$ cat src/rtl/pc_sequencer_if.sv
// Fetch/issue handshake bundle between the PC sequencer, instruction memory and the decode consumer.
// master drives the sequencer inputs; slave is the sequencer itself.
interface pc_sequencer_if;
    logic        pc_write;
    logic        redirect_valid;
    logic [31:0] redirect_target;
    logic        imem_ack;
    logic        imem_req;
    logic [31:0] imem_addr;
    logic [31:0] pc_out;
    logic [31:0] pc_plus4;
    logic        instr_valid;
    logic        misalign_trap;

    modport master (
        output pc_write, redirect_valid, redirect_target, imem_ack,
        input  imem_req, imem_addr, pc_out, pc_plus4, instr_valid, misalign_trap
    );

    modport slave (
        input  pc_write, redirect_valid, redirect_target, imem_ack,
        output imem_req, imem_addr, pc_out, pc_plus4, instr_valid, misalign_trap
    );
endinterface

$ cat src/rtl/pc_sequencer.sv
// PC sequencer: BOOT -> FETCH (hold imem_req until imem_ack) -> ISSUE (hold until pc_write).
// One cycle ack-to-instr_valid; ISSUE stalls on pc_write, FETCH stalls on imem_ack.
module pc_sequencer #(
    parameter logic [31:0] RESET_PC = 32'h0000_0000,
    parameter logic [31:0] TRAP_VEC = 32'h0000_0100
) (
    input  logic          clk,
    input  logic          reset,
    pc_sequencer_if.slave bus
);
    typedef enum logic [1:0] {BOOT, FETCH, ISSUE} state_t;

    state_t      state_q;
    logic [31:0] pc_q;
    logic        pend_q;
    logic [31:0] pend_tgt_q;
    logic        req_q;
    logic        ivld_q;
    logic        trap_q;
    logic [31:0] fetch_tgt;
    logic [31:0] pc_plus4;

    // Misaligned targets vector to the trap handler instead of being fetched.
    function automatic logic [31:0] land(input logic [31:0] tgt);
        return (tgt[1:0] != 2'b00) ? TRAP_VEC : tgt;
    endfunction

    // A redirect presented alongside the ack beats the older pending one.
    always_comb begin
        fetch_tgt = pend_tgt_q;
        if (bus.redirect_valid) begin
            fetch_tgt = bus.redirect_target;
        end
    end

    assign pc_plus4 = pc_q + 32'd4;

    always_ff @(posedge clk or negedge reset) begin
        if (!reset) begin
            state_q    <= BOOT;
            pc_q       <= RESET_PC;
            pend_q     <= 1'b0;
            pend_tgt_q <= 32'h0;
            req_q      <= 1'b0;
            ivld_q     <= 1'b0;
            trap_q     <= 1'b0;
        end else begin
            trap_q <= 1'b0;
            case (state_q)
                BOOT: begin
                    state_q <= FETCH;
                    req_q   <= 1'b1;
                end
                FETCH: begin
                    if (bus.imem_ack) begin
                        if (bus.redirect_valid || pend_q) begin
                            // Returned word is stale: refetch at the target.
                            pc_q   <= land(fetch_tgt);
                            trap_q <= (fetch_tgt[1:0] != 2'b00);
                            pend_q <= 1'b0;
                        end else begin
                            state_q <= ISSUE;
                            req_q   <= 1'b0;
                            ivld_q  <= 1'b1;
                        end
                    end else if (bus.redirect_valid) begin
                        pend_q     <= 1'b1;
                        pend_tgt_q <= bus.redirect_target;
                    end
                end
                ISSUE: begin
                    if (bus.pc_write) begin
                        state_q <= FETCH;
                        req_q   <= 1'b1;
                        ivld_q  <= 1'b0;
                        if (bus.redirect_valid) begin
                            pc_q   <= land(bus.redirect_target);
                            trap_q <= (bus.redirect_target[1:0] != 2'b00);
                        end else begin
                            pc_q <= pc_plus4;
                        end
                    end
                end
                default: begin
                    state_q <= BOOT;
                    req_q   <= 1'b0;
                    ivld_q  <= 1'b0;
                end
            endcase
        end
    end

    assign bus.imem_req      = req_q;
    assign bus.imem_addr     = pc_q;
    assign bus.pc_out        = pc_q;
    assign bus.pc_plus4      = pc_plus4;
    assign bus.instr_valid   = ivld_q;
    assign bus.misalign_trap = trap_q;
endmodule

$ cat src/flat_wrapper.sv
// flat-port wrapper written by rule: the top's interface ports become plain ports
module pc_sequencer_flat 
#(
    parameter logic [31:0] RESET_PC = 32'h0000_0000,
    parameter logic [31:0] TRAP_VEC = 32'h0000_0100
)
  (clk, reset, bus_pc_write, bus_redirect_valid, bus_redirect_target, bus_imem_ack, bus_imem_req, bus_imem_addr, bus_pc_out, bus_pc_plus4, bus_instr_valid, bus_misalign_trap);
  pc_sequencer_if bus_i ();
  input  logic clk;
  input  logic reset;
  input wire logic [$bits(bus_i.pc_write)-1:0] bus_pc_write;
  input wire logic [$bits(bus_i.redirect_valid)-1:0] bus_redirect_valid;
  input wire logic [$bits(bus_i.redirect_target)-1:0] bus_redirect_target;
  input wire logic [$bits(bus_i.imem_ack)-1:0] bus_imem_ack;
  output wire logic [$bits(bus_i.imem_req)-1:0] bus_imem_req;
  output wire logic [$bits(bus_i.imem_addr)-1:0] bus_imem_addr;
  output wire logic [$bits(bus_i.pc_out)-1:0] bus_pc_out;
  output wire logic [$bits(bus_i.pc_plus4)-1:0] bus_pc_plus4;
  output wire logic [$bits(bus_i.instr_valid)-1:0] bus_instr_valid;
  output wire logic [$bits(bus_i.misalign_trap)-1:0] bus_misalign_trap;
  assign bus_i.pc_write = bus_pc_write;
  assign bus_i.redirect_valid = bus_redirect_valid;
  assign bus_i.redirect_target = bus_redirect_target;
  assign bus_i.imem_ack = bus_imem_ack;
  assign bus_imem_req = bus_i.imem_req;
  assign bus_imem_addr = bus_i.imem_addr;
  assign bus_pc_out = bus_i.pc_out;
  assign bus_pc_plus4 = bus_i.pc_plus4;
  assign bus_instr_valid = bus_i.instr_valid;
  assign bus_misalign_trap = bus_i.misalign_trap;
  pc_sequencer #(.RESET_PC(RESET_PC), .TRAP_VEC(TRAP_VEC)) u_core (.clk(clk), .reset(reset), .bus(bus_i));
endmodule
$ cat config.mk
export PLATFORM = sky130hd
export DESIGN_NAME = pc_sequencer_flat
export DESIGN_NICKNAME = d
export VERILOG_FILES = /design/src/rtl/pc_sequencer_if.sv /design/src/rtl/pc_sequencer.sv /design/src/flat_wrapper.sv
export SDC_FILE = /design/constraint.sdc
export NUM_CORES = 1
export LEC_CHECK = 0
export ABC_AREA = 1
export CAP_MARGIN = 20
export CORE_AREA = 2 2 107 109
export DETAILED_ROUTE_END_ITERATION = 16
export DIE_AREA = 0 0 109 111
export HOLD_SLACK_MARGIN = 0.05
export PLACE_DENSITY_LB_ADDON = 0.3
export RECOVER_POWER = 25
export SKIP_LAST_GASP = 1
export SLEW_MARGIN = 20
export SYNTH_ARGS = -nofsm -noshare
export SYNTH_HDL_FRONTEND = slang
export SYNTH_SLANG_ARGS = --single-unit
$ cat constraint.sdc
create_clock -name clk -period 1.75 [get_ports clk]
set_input_delay 0.35 -clock clk [delete_from_list [all_inputs] [get_ports clk]]
set_output_delay 0.35 -clock clk [all_outputs]
set_load 0.05 [all_outputs]
# [Word level (Yosys, flattened, before mapping)]
# Index checks and enable logic that the tools add are counted.
[classes] n_eq_ne=7 n_bitwise=2 n_mux=28 n_reduce_logical=11 n_addsub=1
[ops] operator="2-to-1 mux 32 bit" n=7
[ops] operator="one-hot mux 32 bit (2 select lines)" n=1
[ops] operator="adder 32 x 3 -> 32 bit, second input constant" n=1
[ops] operator="2-to-1 mux 1 bit" n=13
[ops] operator="AND reduction 4 bit" n=2
[ops] operator="nonzero test 2 bit" n=4
[ops] operator="2-to-1 mux 2 bit" n=3
[ops] operator="inequality test 2 bit, second input constant" n=3
[ops] operator="one-hot mux 1 bit (3 select lines)" n=2
[ops] operator="one-hot mux 2 bit (3 select lines)" n=1
[ops] operator="AND reduction 3 bit" n=2
[ops] operator="inequality test 2 x 1 -> 1 bit, second input constant" n=2
[ops] operator="equality test 2 x 1 -> 1 bit, second input constant" n=1
[ops] operator="equality test 2 bit, second input constant" n=1
[ops] operator="logical NOT 2 bit" n=1
[ops] operator="NOT 1 bit" n=2
[ops] operator="one-hot mux 1 bit (2 select lines)" n=1
[ops] operator="AND reduction 2 bit" n=1
[ops] operator="logical OR 1 bit" n=1
[word_totals] inputBits=37 out_inout_bits=99 reg_bits=70 elab_cells=56

# [Depth between registers and ports, before layout]
# Gate-level depths: netlist (run 1).
[depth] ltp_word=6 mapped_depth=10 ltp_nobuf=10

# [Worst setup path after synthesis (run 1)]
# OpenSTA, ideal clock, no wires.
[synth_timing] kind="reg-to-output" start="reg u_core.pc_q[2], in the netlist u_core.bus.imem_addr[2]" end="out bus_pc_plus4[13]" path_buffers=0 stages_incl_launch_ff=5 arrival_time_ns=2.324 slack_ns=-0.924 required_ns=1.400 cell_sequence="dfrtp_1 > inv_1 > nor2_1 > nand3_1 > xnor2_1"
[synth_via] elab_chain_cells=1
[synth_lines] element="start: declaration" line="pc_sequencer.sv:14" rtl="logic [31:0] pc_q;"
[synth_lines] element="start signal: assignment" line="pc_sequencer.sv:58" rtl="pc_q <= land(fetch_tgt);"
[synth_lines] element="start signal: assignment" line="pc_sequencer.sv:77" rtl="pc_q <= land(bus.redirect_target);"
[synth_lines] element="start signal: assignment" line="pc_sequencer.sv:80" rtl="pc_q <= pc_plus4;"
[synth_lines] element="adder 32 x 3 -> 32 bit" line="pc_sequencer.sv:36" rtl="assign pc_plus4 = pc_q + 32'd4;"
[synth_lines] element="end: declaration" line="flat_wrapper.sv:18" rtl="output wire logic [$bits(bus_i.pc_plus4)-1:0] bus_pc_plus4;"
# No other way between the ends.

# [Worst setup path after layout (run 1)]
[layout_timing] start="reg u_core.pc_q[9], in the netlist u_core.bus.imem_addr[9]" end="out bus_pc_plus4[16]"
# The elaborated chain is that of the path after synthesis.

==> results of run 1 <==
-- path summary, 6_finish.rpt --
check,from,to,slack [ns]
setup / recovery,u_core.bus.imem_addr[9],bus_pc_plus4[16],-0.52
hold / removal,reset,u_core.bus.imem_addr[23],0.26
setup reg to reg,u_core.bus.imem_addr[2],u_core.bus.imem_addr[18],-0.08
hold reg to reg,u_core.pend_q,u_core.pend_q,0.49
max in group asynchronous,reset,u_core.bus.imem_addr[2],0.68
min in group clk,u_core.pend_q,u_core.pend_q,0.49
-- routing by layer --
layer  vias to the layer above  wire length, um  global-route usage (%)
met5                         -                0                       0
met4                         0              316                   11.11
met3                        28             1226                   4.703
met2                       248             8725                   45.01
met1                      2685             7071                   37.68
li1                       2653                -                       -
-- state kept, by name, summed over array words and instances (netlist names) --
signal and flops:
u_core.bus.imem_addr 32, u_core.bus.instr_valid 1, u_core.bus.misalign_trap 1, u_core.pend_q 1, u_core.pend_tgt_q 32, u_core.state_q 2
-- worst register-to-register path, cell delays in order (launching register included) --
cell     delay (ns)
dfrtp_4        0.43
ha_4           0.15
nand2_4        0.05
nor2_4         0.11
nand2_4        0.10
nor2_4         0.22
buf_12         0.15
xor2_4         0.17
buf_4          0.13
buf_4          0.09
nand2_1        0.04
a21oi_1        0.12
-- power by group through the flow --
| stage | clock network (uW) | registers, uW | logic (uW) |
|---|---|---|---|
| finish | 2160 | 3070 | 14100 |
| global route | 2270 | 3150 | 14900 |
| CTS | 2170 | 3030 | 13400 |
| detailed placement | 0 | 3050 | 12800 |
| global placement | 0 | 3020 | 12600 |
| floorplan | 0 | 4470 | 6180 |
-- timing repair --
action                     CTS  global route
setup buffers               15            14
gates cloned                 0             1
pin swaps                   27            27
setup endpoints to repair   55            58
resized for setup           56            56
-- metrics by stage --
step	setup slack (ns)	cell area, um^2	utilization [%]	setup TNS (ns)
detailed placement	-0.3481	7510	67.80	-8.878
CTS	-0.4525	8220	74.21	-10.30
floorplan	-0.2327	5094	-	-6.448
global placement	-0.3205	7510	67.80	-6.910
global route	-0.5698	8504	76.78	-13.00
finish	-0.5182	8504	76.78	-10.84
-- logic make-up (layout without fill, tap and decap cells) --
kind of cell	count (synthesis)	after routing
AND/OR/NAND/NOR	380	380
buffers and inverters	124	351
AO/OA/AOI/OAI	115	115
flip-flops	69	69
XOR/XNOR	12	12
adder cells (fa/ha/maj)	4	4
multiplexers	2	2
-- synthesized netlist by cell type --
library cell / n / share of area (%)
a21boi_0: 2 / 0.32
a21oi_1: 34 / 3.6
a31oi_1: 8 / 1.1
and2_1: 8 / 1.1
buf_1: 1 / 0.080
buf_2: 7 / 0.74
buf_4: 37 / 5.9
buf_6: 1 / 0.24
clkbuf_1: 15 / 1.2
clkinv_1: 1 / 0.080
dfrtp_1: 69 / 37
ha_1: 4 / 1.1
inv_1: 58 / 4.6
inv_2: 4 / 0.32
mux2_2: 2 / 0.48
nand2_1: 197 / 16
nand2_2: 3 / 0.40
nand3_1: 62 / 6.6
nand3b_1: 4 / 0.64
nand4_1: 2 / 0.27
nor2_1: 94 / 7.5
nor2_2: 3 / 0.40
nor2_4: 2 / 0.48
nor3_1: 1 / 0.11
nor3_2: 1 / 0.21
o21ai_0: 66 / 7.0
o21ai_1: 2 / 0.21
o21bai_1: 2 / 0.32
o22ai_1: 1 / 0.13
or2_1: 1 / 0.13
or2_2: 2 / 0.27
xnor2_1: 4 / 0.74
xor2_1: 8 / 1.5
-- cell type report --
type	count	area [um^2]
Clock buffer	9	225.2
Sequential cell	69	1759
Clock inverter	7	122.6
Multi-Input combinational cell	513	3048
Timing Repair Buffer	272	2913
Tap cell	143	178.9
Inverter	63	257.7
Fill cell	739	2572
==> results_dict.tcl, run 1 <==
set metrics [dict create \
    status "complete, but fails checks" \
    violations "setup timing" \
    pwr-share-seq_pct 15.9 \
    num_rows 39 \
    endpoint_kind "output port" \
    critical-path-max-stage-delay_ns 0.49 \
    syn_nets 747 \
    period_minus_slack_ns 2.268 \
    first_pass_iters 5 \
    ys_warn_count 0 \
    finalCritPeriodShare_pct 129.6 \
    clock_power_share_pct 11.2 \
    slew_headroom_pct 31.82 \
    viasPerCell 5.217 \
    cp_slowest_cell "dfrtp_4" \
    grt_use_total_pct 28.14 \
    start_util_pct 42.53 \
    die_area_um2 12100 \
    synth-adder-area-share_pct 1.062 \
    root_buffer "clkbuf_16" \
    overflow 0 \
    critPathKind "flip-flop to output port" \
    required_ns 1.40 \
    synth-simple-area-share_pct 33.73 \
    wl_mm 17.34 \
    ant_nets 0 \
    switching_power_uw 9568 \
    fin_ws_ns -0.5182 \
    synth_top_family_by_area "simple AND/OR/NAND/NOR gates" \
    worstSkewPairLatency_ns 0.34 \
    p_sw_share_pct 49.40 \
    hold_viol_final 0 \
    cp_data_arrival_time_ns 1.92 \
    path_cells "nand2_1 > buf_4 > nor2_1 > nand2_1 > nor2_4 > or2_2 > and2_4 > buf_12" \
    hold_buffers 0 \
    vias 5614 \
    synthToLayoutAreaGrowth_pct 80.53 \
    die_w_um 109 \
    drive_gt1_share_pct 41.91 \
    core-area_um2 11080 \
    syn_inst 706 \
    layout.cells.most_common_list "nand2_1 (163), buf_4 (162), nor2_1 (72)" \
    htreeDepth 3 \
    grt_pass1_wl_mm 26.75 \
    ys_ff_latch 69 \
    post_drt_wl_per_cell_um 16.12 \
    crit_fanout 4 \
    final-max-slew-violation-count 0 \
    clk_path_buf_depth 2 \
    critical_path_depth 8 \
    gp_congestion 0.8719 \
    path_delay_family "simple AND/OR/NAND/NOR gates" \
    power.density_nw_per_um2 2278 \
    die_h_um 111 \
    final_common_cell "nand2_1" \
    finalSetupViolCount 32 \
    ys_seq_area_share_pct 36.65 \
    max_freq_mhz 440.9 \
    clock_skew_ns 0.01016 \
    cts_tree "done" \
    pwr-share-comb_pct 73.0 \
    drt-initial-drc-count 409 \
    drc_errors 0 \
    synth_compound_area_share_pct 12.67 \
    crit_top_cell "nand2_1" \
    critical_path_buf_inv_count 2 \
    grt_max_degree 70 \
    crit_path_start_kind "flip-flop" \
    avgSynthCellArea_um2 6.672 \
    n_antenna_cell 0 \
    numPortBuffers 135 \
    p_int_uw 9803 \
    hp-class "input port to asynchronous set/reset pin" \
    drv_cap 0 \
    synthesis.area_um2 4711 \
    cts_made_buffers 9 \
    r2r_cells 11 \
    path_clk_slew_ns 0.07 \
    grt_antenna_before_repair 0 \
    ios 136 \
    worst_pin_slew_ns 1.023 \
    cts_sinks 69 \
    max-vdd-ir-drop_mv 1.407 \
    p_total_uw 19370 \
    ys_types 33 \
    synth-xor-area-share_pct 2.231 \
    grt_setup_unrepaired "true" \
    p_leak_uw 0.003977 \
    synthMuxAreaShare_pct 0.4781 \
    grt_pass1_vias 5493 \
    fin_hold_ws_ns 0.2648 \
    place_hpwl_mm 11.92 \
    layoutNonFillerInstCount 1076 \
    placedCellCount 1035 \
    layout.nets 969 \
]
No activity file was read; power rests on OpenSTA's default activity.
==> run 2, diff against run 1 <==
--- a/config.mk
+++ b/config.mk
@@ -10,6 +10,7 @@
 export CORE_AREA = 2 2 107 109
 export DETAILED_ROUTE_END_ITERATION = 16
 export DIE_AREA = 0 0 109 111
+export GPL_TIMING_DRIVEN = 0
 export HOLD_SLACK_MARGIN = 0.05
 export PLACE_DENSITY_LB_ADDON = 0.3
 export RECOVER_POWER = 25
==> run 2 against run 1 <==
The flow still finishes with violations (setup timing). Clock power down 20%. Final area down 0.41%. Combinational power about the same. Critical path depth unchanged. Routed wire length up 16%. Largest power group unchanged.
==> results_dict.tcl, run 2 (synthesis gave the netlist of run 1 again) <==
set metrics [dict create \
    status "complete, but fails checks" \
    violations "setup timing" \
    vias 6098 \
    final-max-slew-violation-count 0 \
    grt_setup_unrepaired "true" \
    cp_slowest_cell "dfrtp_2" \
    overflow 0 \
    num_rows 39 \
    drc_errors 0 \
    clock_skew_ns 0.01022 \
    endpoint_kind "output port" \
    finalSetupViolCount 56 \
    worstSkewPairLatency_ns 0.34 \
    clk_path_buf_depth 2 \
    finalCritPeriodShare_pct 137.2 \
    grt_use_total_pct 26.85 \
    required_ns 1.40 \
    min_from "u_core.pend_tgt_q[21]" \
    hp-class "flip-flop to flip-flop" \
    gp_congestion 0.8969 \
    path_delay_family "simple AND/OR/NAND/NOR gates" \
    rr_endpoint "u_core.bus.imem_addr[10]" \
    dp_slack_ns -0.8829 \
    first_pass_iters 6 \
    p_sw_share_pct 53.97 \
    start_util_pct 42.53 \
    p_int_uw 8812 \
    die_area_um2 12100 \
    layout.cells.most_common_list "nand2_1 (162), buf_4 (89), inv_1 (52)" \
    hold_viol_final 0 \
    cts_made_buffers 9 \
    crit_path_start_kind "flip-flop" \
    critPathKind "flip-flop to output port" \
    viasPerCell 5.652 \
    drt-initial-drc-count 536 \
    max-vdd-ir-drop_mv 1.501 \
    post_drt_wl_per_cell_um 18.67 \
    die_w_um 109 \
    grt_pass1_vias 5267 \
    fin_ws_ns -0.6507 \
    power.density_nw_per_um2 2261 \
    numPortBuffers 135 \
    path_cells "nand2_1 > nor2_2 > nand2_1 > nor2_1 > nand2_1 > nand2_1 > and2_4 > buf_8" \
    p_leak_uw 0.003867 \
    drv_cap 0 \
    worst_pin_slew_ns 0.6336 \
    grt_antenna_before_repair 0 \
    synthToLayoutAreaGrowth_pct 79.79 \
    critical_path_buf_inv_count 1 \
    root_buffer "clkbuf_16" \
    num-fill-cells 669 \
    ios 136 \
    grt_pass1_wl_mm 25.63 \
    core-area_um2 11080 \
    grt_max_degree 49 \
    wl_mm 20.14 \
    pwr-share-comb_pct 73.2 \
    cts_tree "done" \
    crit_top_cell "nand2_1" \
    layout.nets 972 \
    die_h_um 111 \
    r2r_cells 13 \
    n_antenna_cell 0 \
    min_path_cells 2 \
    switching_power_uw 10330 \
    crit_fanout 8 \
    reg2reg_slack_ns -0.25 \
    r2r-start "u_core.bus.imem_addr[2]" \
    htreeDepth 3 \
    max_freq_mhz 416.5 \
    pwr-share-seq_pct 17.8 \
    clock_power_share_pct 9.0 \
    drive_gt1_share_pct 43.59 \
    whs_endpoint "u_core.pend_tgt_q[21]" \
    path_clk_slew_ns 0.07 \
    final_core_util_pct 76.46 \
    critical-path-max-stage-delay_ns 0.45 \
    slew_headroom_pct 57.76 \
    cts_sinks 69 \
    period_minus_slack_ns 2.401 \
    ant_nets 0 \
    cp_data_arrival_time_ns 2.05 \
    final_common_cell "nand2_1" \
    place_hpwl_mm 11.60 \
]
## run 2: cell count changes in the layout (fill, tap and decap cells not counted), sizes merged
cell           before  now
clkbuf             11   42
bufinv              3    0
clkinvlp            3    4
dlygate4sd3         0    1
inv                62   61
clkdlybuf4s15       0   23
buf               235  155
clkdlybuf4s50      35   34
clkinv              2    4
dlygate4sd2         0   29
dlymetal6s2s        0    1
## run 2: stage by stage
step           instances  area [um^2]  TNS, ns  hold WS [ns]  total power, uW
6_report            1079         8469   -13.92        0.4940            19150
5_1_grt             1079         8469   -16.60        0.5125            19840
4_1_cts             1035         7490   -10.98        0.4705            16230
3_5_place_dp         985         6649   -42.09        0.2729            13910
3_3_place_gp         984         6624  -198.08        0.4640            13690
2_1_floorplan        706         5094   -6.448       0.05441            10650
## run 2: layer usage
metal  up-vias  wire (um)  track usage, %
li1       2676          -               -
met1      2876       7386           35.18
met2       432       9882           45.55
met3       114       1793           3.351
met4         0       1079           8.632
met5         -          0               0
## run 2: final cells by class
cell class / instances / area [um^2] / area share (%)
Tap cell: 143 / 178.9 / 2.113
Buffer: 60 / 490.5 / 5.791
Clock inverter: 6 / 41.29 / 0.4875
Multi-Input combinational cell: 513 / 3341 / 39.44
Inverter: 63 / 262.8 / 3.102
Clock buffer: 10 / 229.0 / 2.704
Timing Repair Buffer: 215 / 2160 / 25.50
Sequential cell: 69 / 1767 / 20.86
## run 2: power groups by stage
stage	Sequential [uW]	Combinational [uW]	Clock, uW
6_report	3400	14000	1720
3_3_place_gp	3370	10300	0
5_1_grt	3460	14600	1790
4_1_cts	3230	11300	1690
3_5_place_dp	3420	10500	0
2_1_floorplan	4470	6180	0
## run 2: tightest hold or removal path: stages (launching register included)
cell     delay [ns]
dfrtp_1        0.34
nand2_1        0.05
o21ai_0        0.06
## run 2: how the worst max path moves through the flow
stage / from / end / slack, ns / depth (start not counted)
floorplan: u_core.bus.imem_addr[2] / bus_pc_plus4[27] / -0.23 / 7
finish: u_core.bus.imem_addr[19] / bus_pc_plus4[30] / -0.65 / 8
global placement: reset / u_core.bus.imem_addr[2] / -2.72 / 1
global route: u_core.bus.imem_addr[19] / bus_pc_plus4[30] / -0.68 / 8
CTS: u_core.bus.imem_addr[2] / bus_pc_plus4[26] / -0.57 / 9
detailed placement: u_core.bus.imem_addr[2] / bus_pc_plus4[20] / -0.88 / 9
## run 2: what timing repair did
action                     CTS  global route
pin swaps                   16            45
resized for setup          412           201
hold endpoints to repair    21             0
setup endpoints to repair  160           112
gates cloned                 0             8
hold buffers                 1             0
buffers inserted            34            39
==> run 3, diff against run 2 <==
--- a/config.mk
+++ b/config.mk
@@ -14,7 +14,6 @@
 export HOLD_SLACK_MARGIN = 0.05
 export PLACE_DENSITY_LB_ADDON = 0.3
 export RECOVER_POWER = 25
-export SKIP_LAST_GASP = 1
 export SLEW_MARGIN = 20
 export SYNTH_ARGS = -nofsm -noshare
 export SYNTH_HDL_FRONTEND = slang
==> run 3 against run 2 <==
The run still ends with setup timing left. Critical path depth is the same. Worst setup slack lost 0.073 ns. Flip-flop and latch count is the same. First-iteration DRC count grew 24%. Die area is the same. Sequential share of layout area shrank 0.33 points. Largest cell class unchanged.
==> results_dict.tcl, run 3 (synthesis gave the netlist of run 1 again) <==
set metrics [dict create \
    endpoint_kind "output port" \
    first_pass_iters 7 \
    switching_power_uw 10430 \
    clk_path_buf_depth 2 \
    path_clk_slew_ns 0.06 \
    p_sw_share_pct 54.13 \
    viasPerCell 5.671 \
    p_int_uw 8837 \
    final_core_util_pct 77.69 \
    htreeDepth 3 \
    drc_errors 0 \
    core-area_um2 11080 \
    ios 136 \
    worst_pin_slew_ns 0.6142 \
    grt_pass1_wl_mm 25.83 \
    power.density_nw_per_um2 2239 \
    fin_ws_ns -0.7237 \
    clock_skew_ns 0.01038 \
    cp_slowest_cell "dfrtp_2" \
    post_drt_wl_per_cell_um 19.49 \
    grt_antenna_before_repair 0 \
    dp_slack_ns -0.8829 \
    clock_power_share_pct 8.9 \
    cp_data_arrival_time_ns 2.12 \
    layout.cells.most_common_list "nand2_1 (152), buf_4 (94), nor2_1 (56)" \
    finalSetupViolCount 56 \
    crit_top_cell "nand2_1" \
    place_area_um2 6649 \
    gp_congestion 0.8969 \
    max-vdd-ir-drop_mv 1.411 \
    crit_path_start_kind "flip-flop" \
    grt_pass1_vias 5309 \
    slew_headroom_pct 59.05 \
    root_buffer "clkbuf_16" \
    use_met3_pct 3.704 \
    num_rows 39 \
    grt_use_total_pct 27.08 \
    drt-initial-drc-count 662 \
    die_h_um 111 \
    grt_use_met1_pct 35.18 \
    hold_viol_final 0 \
    fin_hold_ws_ns 0.4877 \
    required_ns 1.40 \
    hp-class "flip-flop to flip-flop" \
    critical-path-max-stage-delay_ns 0.46 \
    use_met2_pct 46.05 \
    synthToLayoutAreaGrowth_pct 82.68 \
    die_area_um2 12100 \
    n_antenna_cell 0 \
    cts_sinks 69 \
    cts_made_buffers 9 \
    wl_mm 21.13 \
    drv_cap 0 \
    busiest_layer "met2" \
    final_common_cell "nand2_1" \
    status "complete, but fails checks" \
    ant_nets 0 \
    p_leak_uw 0.003918 \
    fin_area_um2 8606 \
    period_minus_slack_ns 2.474 \
    drive_gt1_share_pct 45.80 \
    max_freq_mhz 404.2 \
    place_hpwl_mm 11.60 \
    cts_tree "done" \
    final-max-slew-violation-count 0 \
    crit_fanout 8 \
    critPathKind "flip-flop to output port" \
    grt_setup_unrepaired "true" \
    pwr-share-seq_pct 17.7 \
    grt_max_degree 49 \
    path_cells "nand2_1 > nor2_2 > nand2_1 > nor2_1 > nand2_1 > nand2_1 > and2_4 > buf_8" \
    start_util_pct 42.53 \
    worstSkewPairLatency_ns 0.34 \
    violations "setup timing" \
    die_w_um 109 \
    pwr-share-comb_pct 73.4 \
    overflow 0 \
    vias 6147 \
    layout.nets 977 \
    p_total_uw 19270 \
    finalCritPeriodShare_pct 141.4 \
    numPortBuffers 135 \
]
[run 3: power by group through the flow]
stage                     Sequential (uW)  Combinational [uW]  Clock, uW
after global placement               3370               10300          0
final                                3400               14100       1720
after global routing                 3470               14700       1790
after CTS                            3230               11400       1690
after floorplan                      4470                6180          0
after detailed placement             3420               10500          0
[run 3: final cells by class]
cell class,count,area [um^2]
Multi-Input combinational cell,513,3425
Fill cell,655,2471
Timing Repair Buffer,220,2198
Sequential cell,69,1767
Buffer,60,504.2
Inverter,63,262.8
Clock buffer,10,229.0
Tap cell,143,178.9
Clock inverter,6,41.29
[run 3: path summary, 6_finish.rpt]
path	depth (start not counted)	end	startpoint	slack, ns
min in group asynchronous	2	u_core.bus.imem_addr[21]	reset	0.56
min reg2reg	2	u_core.pend_tgt_q[21]	u_core.pend_tgt_q[21]	0.49
max reg2reg	12	u_core.bus.imem_addr[10]	u_core.bus.imem_addr[2]	-0.13
min	2	u_core.pend_tgt_q[21]	u_core.pend_tgt_q[21]	0.49
max in group asynchronous	3	u_core.state_q[0]	reset	0.28
max	8	bus_pc_plus4[30]	u_core.bus.imem_addr[19]	-0.72
[run 3: routing by layer]
layer | vias to the layer above | share of wire [%]
met5 | - | 0
met4 | 0 | 6.6
met3 | 126 | 8.8
met2 | 421 | 48
met1 | 2917 | 36
li1 | 2683 | -
[run 3: through the flow]
stage	setup TNS (ns)	cells
detailed placement	-42.09	985
finish	-14.78	1084
floorplan	-6.448	706
global placement	-198.08	984
CTS	-10.84	1035
global route	-18.11	1084
[run 3: repair_timing]
action / 4_1_cts / 5_1_grt
setup buffers: 34 / 46
hold buffers: 1 / 0
setup endpoints to repair: 160 / 111
gates cloned: 0 / 8
endpoints found under the hold margin: 21 / 0
pin swaps: 16 / 65
gates resized for setup: 422 / 238
[run 3: worst max-delay path, delay by kind of cell, from the launching register on]
kind	cells	cell delay, ns
and+or+nand+nor	7	1.18
DFF	1	0.46
buffers and inverters	1	0.14
